[config.mk]
export PLATFORM = sky130hd
export DESIGN_NAME = param_spi_ram
export DESIGN_NICKNAME = d
export VERILOG_FILES = /design/src/rtl/param_spi_ram_pkg.sv /design/src/rtl/spi_ram_core.sv /design/src/rtl/param_spi_ram.sv
export SDC_FILE = /design/constraint.sdc
export NUM_CORES = 2
export LEC_CHECK = 0
export ABC_AREA = 1
export BUFFER_PORTS_ARGS = -buffer_cell sky130_fd_sc_hd__buf_4
export CORE_UTILIZATION = 32
export DETAILED_ROUTE_END_ITERATION = 10
export GPL_ROUTABILITY_DRIVEN = 0
export SETUP_SLACK_MARGIN = 0.05
export SLEW_MARGIN = 20
export SYNTH_ARGS = -nofsm -noshare
export SYNTH_HDL_FRONTEND = slang
export SYNTH_SLANG_ARGS = --single-unit
[constraint.sdc]
create_clock -name clk -period 3.6 [get_ports clk]
set_clock_uncertainty 0.2 [all_clocks]
set_input_delay 0.54 -clock clk [delete_from_list [all_inputs] [get_ports clk]]
set_output_delay 0.54 -clock clk [all_outputs]
set_load 0.01 [all_outputs]
[src/rtl/param_spi_ram_pkg.sv]
`default_nettype none
// ============================================================================
// param_spi_ram_pkg : opcodes and arming-state type shared by the SPI RAM
// Rev 1.0
// ============================================================================
package param_spi_ram_pkg;

  localparam logic [1:0] c_OP_WR_ADDR = 2'b00;
  localparam logic [1:0] c_OP_WR_DATA = 2'b01;
  localparam logic [1:0] c_OP_RD_ADDR = 2'b10;
  localparam logic [1:0] c_OP_RD_DATA = 2'b11;

  typedef enum logic [1:0] {
    S_IDLE = 2'b00,
    S_WA   = 2'b01,
    S_RA   = 2'b10,
    S_WRA  = 2'b11
  } arm_state_t;

  function automatic arm_state_t arm_state(input logic i_wr, input logic i_rd);
    arm_state_t v_st;
    case ({i_rd, i_wr})
      2'b01:   v_st = S_WA;
      2'b10:   v_st = S_RA;
      2'b11:   v_st = S_WRA;
      default: v_st = S_IDLE;
    endcase
    return v_st;
  endfunction

endpackage
`default_nettype wire

[src/rtl/spi_ram_core.sv]
`default_nettype none
// ============================================================================
// spi_ram_core : word memory, one synchronous write port, one registered read
// Rev 1.0
// ============================================================================
module spi_ram_core #(
  parameter int DATA_W    = 8,
  parameter int ADDR_W    = 8,
  parameter int MEM_DEPTH = 256
) (
  input  logic              clk,
  input  logic              rst_n,
  input  logic              i_we,
  input  logic [ADDR_W-1:0] i_waddr,
  input  logic [DATA_W-1:0] i_wdata,
  input  logic              i_re,
  input  logic [ADDR_W-1:0] i_raddr,
  output logic [DATA_W-1:0] o_rdata
);

  logic [DATA_W-1:0] r_mem [MEM_DEPTH];
  logic [DATA_W-1:0] r_rdata;

  // The array itself carries no reset; only the read register is cleared.
  always_ff @(posedge clk) begin
    if (i_we) begin
      r_mem[i_waddr] <= i_wdata;
    end
  end

  always_ff @(posedge clk) begin
    if (!rst_n) begin
      r_rdata <= '0;
    end else if (i_re) begin
      r_rdata <= r_mem[i_raddr];
    end
  end

  assign o_rdata = r_rdata;

endmodule
`default_nettype wire

[src/rtl/param_spi_ram.sv]
`default_nettype none
// ============================================================================
// param_spi_ram : command-driven RAM with armed write/read address registers.
// Optional PARAM_SPI_RAM_AUTOINC_EN: post-increment addresses on data commands.
// Rev 1.0
// ============================================================================
module param_spi_ram
  import param_spi_ram_pkg::*;
#(
  parameter int DATA_W    = 8,
  parameter int ADDR_W    = 8,
  parameter int MEM_DEPTH = 256
) (
  input  logic              clk,
  input  logic              rst_n,
  input  logic [DATA_W+1:0] din,
  input  logic              rx_valid,
  output logic [DATA_W-1:0] dout,
  output logic              tx_valid,
  output logic              err
);

  localparam logic [ADDR_W:0] c_DEPTH_EXT = (ADDR_W+1)'(MEM_DEPTH);

  arm_state_t        r_state;
  logic [ADDR_W-1:0] r_wr_addr;
  logic [ADDR_W-1:0] r_rd_addr;
  logic              r_tx_valid;
  logic              r_err;

  logic [1:0]        w_op;
  logic [DATA_W-1:0] w_data;
  logic [ADDR_W-1:0] w_addr;
  logic              w_addr_ok;
  logic              w_wr_armed;
  logic              w_rd_armed;
  logic              w_we;
  logic              w_re;

  assign w_op       = din[DATA_W+1:DATA_W];
  assign w_data     = din[DATA_W-1:0];
  assign w_addr     = din[ADDR_W-1:0];
  assign w_addr_ok  = ({1'b0, w_addr} < c_DEPTH_EXT);
  assign w_wr_armed = (r_state == S_WA) || (r_state == S_WRA);
  assign w_rd_armed = (r_state == S_RA) || (r_state == S_WRA);

  // Commands arriving while reset is asserted must not touch the memory.
  assign w_we = rst_n && rx_valid && (w_op == c_OP_WR_DATA) && w_wr_armed;
  assign w_re = rst_n && rx_valid && (w_op == c_OP_RD_DATA) && w_rd_armed;

`ifdef PARAM_SPI_RAM_AUTOINC_EN
  localparam logic [ADDR_W-1:0] c_LAST = ADDR_W'(MEM_DEPTH - 1);

  function automatic logic [ADDR_W-1:0] f_next_addr(input logic [ADDR_W-1:0] i_addr);
    return (i_addr == c_LAST) ? '0 : i_addr + ADDR_W'(1);
  endfunction
`endif

  always_ff @(posedge clk) begin
    if (!rst_n) begin
      r_state    <= S_IDLE;
      r_wr_addr  <= '0;
      r_rd_addr  <= '0;
      r_tx_valid <= 1'b0;
      r_err      <= 1'b0;
    end else begin
      r_tx_valid <= 1'b0;
      if (rx_valid) begin
        case (w_op)
          c_OP_WR_ADDR: begin
            r_state <= arm_state(w_addr_ok, w_rd_armed);
            if (w_addr_ok) r_wr_addr <= w_addr;
            else           r_err     <= 1'b1;
          end
          c_OP_RD_ADDR: begin
            r_state <= arm_state(w_wr_armed, w_addr_ok);
            if (w_addr_ok) r_rd_addr <= w_addr;
            else           r_err     <= 1'b1;
          end
          c_OP_WR_DATA: begin
            if (w_wr_armed) begin
`ifdef PARAM_SPI_RAM_AUTOINC_EN
              r_wr_addr <= f_next_addr(r_wr_addr);
`endif
            end else begin
              r_err <= 1'b1;
            end
          end
          c_OP_RD_DATA: begin
            if (w_rd_armed) begin
              r_tx_valid <= 1'b1;
`ifdef PARAM_SPI_RAM_AUTOINC_EN
              r_rd_addr  <= f_next_addr(r_rd_addr);
`endif
            end else begin
              r_err <= 1'b1;
            end
          end
          default: ;
        endcase
      end
    end
  end

  spi_ram_core #(
    .DATA_W    (DATA_W),
    .ADDR_W    (ADDR_W),
    .MEM_DEPTH (MEM_DEPTH)
  ) u_core (
    .clk     (clk),
    .rst_n   (rst_n),
    .i_we    (w_we),
    .i_waddr (r_wr_addr),
    .i_wdata (w_data),
    .i_re    (w_re),
    .i_raddr (r_rd_addr),
    .o_rdata (dout)
  );

  assign tx_valid = r_tx_valid;
  assign err      = r_err;

endmodule
`default_nettype wire

==> out/results.tsv <==
metric	value	unit
cts_setup_buffers	0	
synth_area	84200	sq um
final_cell_mix	2253 x nand2_1, 2048 x edfxtp_1, 1961 x nand3_1	
dpl.hpwl	139000	microns
vias_per_cell	5.11	
syn_inst	7130	
yosysWarningCount	0	
drtIter0Drc	6007	
synth_fp_nets	7143	
core_area	261000	sq um
drc	0	
clock.fmax	0.303	GHz
routed_wl	237000	microns
vias	55600	
required	3.94	ns
fin_tns_setup	0	ns
cpPeakStageDelay	0.54	ns
cts-root-buf	clkbuf_16	
synth-simple-area-share	0.230	
htree_levels	4	
nNetsFinal	7251	
io_pins	23	
yosys.area.top_type	edfxtp_1	
insertion_delay	0.84	ns
fin_area	96400	sq um
synth-compound-area-share	0.00202	
p_per_area	519	nW/um^2
rsz0062_at_grt	false	
final_antenna_net_count	0	
grt_pass1_wl	352000	microns
die_w	515	microns
synthAdderAreaFrac	0	
p_leak	33.2	nW
overflow	0	
cp.arrival	3.64	ns
critical-path-top-cell-by-count	buf_4	
synth.distinct_cells	17	
slew_viol_final	0	
placementRows	187	
track_usage	0.176	
synth_seq_cells	2076	
dr.pass1.iters	6	
yosysSeqAreaShare	0.737	
ir_worst_vdd	0.000506	V
relSlewSlack	0.270	
wl_per_cell	21.8	microns
cts_made_buffers	203	
cts_tree	yes	
crit_chain	dlygate4sd3_1 > buf_4 > nor3_1 > nand3_1 > nor3_1 > buf_4 > nand2_2 > buf_4 > nor2_1 > buf_4	
min_period_over_period	0.916	
finalNonFillerCells	10900	
start_util	0.323	
first_global_vias	53700	
period_needed	3.30	ns
setup_slack	0.303	ns
cap_viol_max_count	0	
cts_resized	0	
status	finished clean	
cts.clk_slew.worst_paths	0.06	ns
clock-sinks	2076	
slowest_stage	dlygate4sd3_1	
syn_to_final_growth	14.5	%
crit_fanout	13	
drive_above_1_share	0.0912	
grt_start_max_net_pins	135	
antenna_found_initial	6	
power	50.1	mW
die_y	515	microns
worst-slew-pin-transition	1.09	ns
setup_viol	0	
synth_area_leaders	edfxtp_1 73%, nand3_1 12%, nand2_1 10%, buf_2 1.7%, nor2_1 1.2%	
start_kind	input port	
numPortBuffers	22	
netlist.area_leader.share	0.731	
hold_viol	0	
rrSetupSlack	0.36	ns
dieArea	265000	sq um
min_path_type	input port to flop	
synth_mux_area_frac	0	
mostFrequentLayoutCell	nand2_1	
crit_type	input port to flop	
ctsLongestPathBuffers	3	
place_area	90000	sq um
synthXorXnorAreaFrac	0	
dp_slack	0.0231	ns
synth_top_family_by_area	simple AND/OR/NAND/NOR gates	
dp_cells	10500	
crit_path_end_kind	flop	
avgSynthCellArea	11.8	sq um
[cell type report]
class	count	area, sq um
fillers	24900	164000
clock buffers	260	5410
diodes	3	7.51
well taps	3496	4370
clock inverters	99	873
inverters	27	135
repair buffers	390	3900
multi-input cells	4540	19600
flip-flops and latches	2076	62100
[critical path, delay by kind of cell]
kind / cells / cell delay [ns]
AND/OR/NAND/NOR: 5 / 1.56
buffers and inverters: 5 / 1.51
[layer usage]
metal | part of all wire | wire length [microns] | GRT usage | up-vias
li1 | - | - | - | 25400
met1 | 0.41 | 97600 | 0.233 | 27500
met2 | 0.48 | 113000 | 0.288 | 2230
met3 | 0.073 | 17300 | 0.0271 | 405
met4 | 0.039 | 9250 | 0.0706 | 4
met5 | 0.00011 | 27 | 0 | -
[worst paths after layout]
| check | end | start | cells after the start |
|---|---|---|---|
| worst min register to register | r_state[1] | r_state[1] | 2 |
| worst min-delay path | u_core.r_mem[209][0] | din[0] | 1 |
| worst max-delay path | u_core.r_mem[119][3] | din[9] | 10 |
| worst max register to register | u_core.r_mem[119][3] | r_state[0] | 9 |
[sequential cells by signal, indices dropped and copies added (netlist names)]
register,count
u_core.r_mem,2048
r_state,2
r_rd_addr,8
r_wr_addr,8
err,1
u_core.o_rdata,8
tx_valid,1
[per-stage QoR]
stage	utilization	hold slack (ns)
after floorplan	-	0.230
after global placement	0.345	0.245
after detailed placement	0.345	0.265
after CTS	0.370	0.0143
after global routing	0.370	0.0361
final	0.370	0.0440
[power breakdown]
group / switching [mW] / internal [mW]
sequential: 0.0472 / 26.5
clock: 9.03 / 11.4
combinational: 2.29 / 0.772
[synthesized netlist by cell type]
master and count:
nor2_1 271, dfxtp_1 28, nand2_1 2269, buf_4 54, inv_2 1, buf_2 288
nor3_1 5, o21ai_0 16, buf_6 8, a21oi_1 18, buf_1 29, inv_4 1
clkinv_1 3, clkbuf_1 108, edfxtp_1 2048, inv_1 22, nand3_1 1961
[timing repair]
item / CTS / global route
endpoints found under the hold margin: 81 / 0
hold buffers: 10 / 0
endpoints found under the setup margin: 0 / 0
[kinds of logic after synthesis]
kind of cell | count (synthesis)
buffers and inverters | 514
AO/OA/AOI/OAI | 34
AND/OR/NAND/NOR | 4506
flip-flops | 2076
Power figures use the tool's default switching activity.
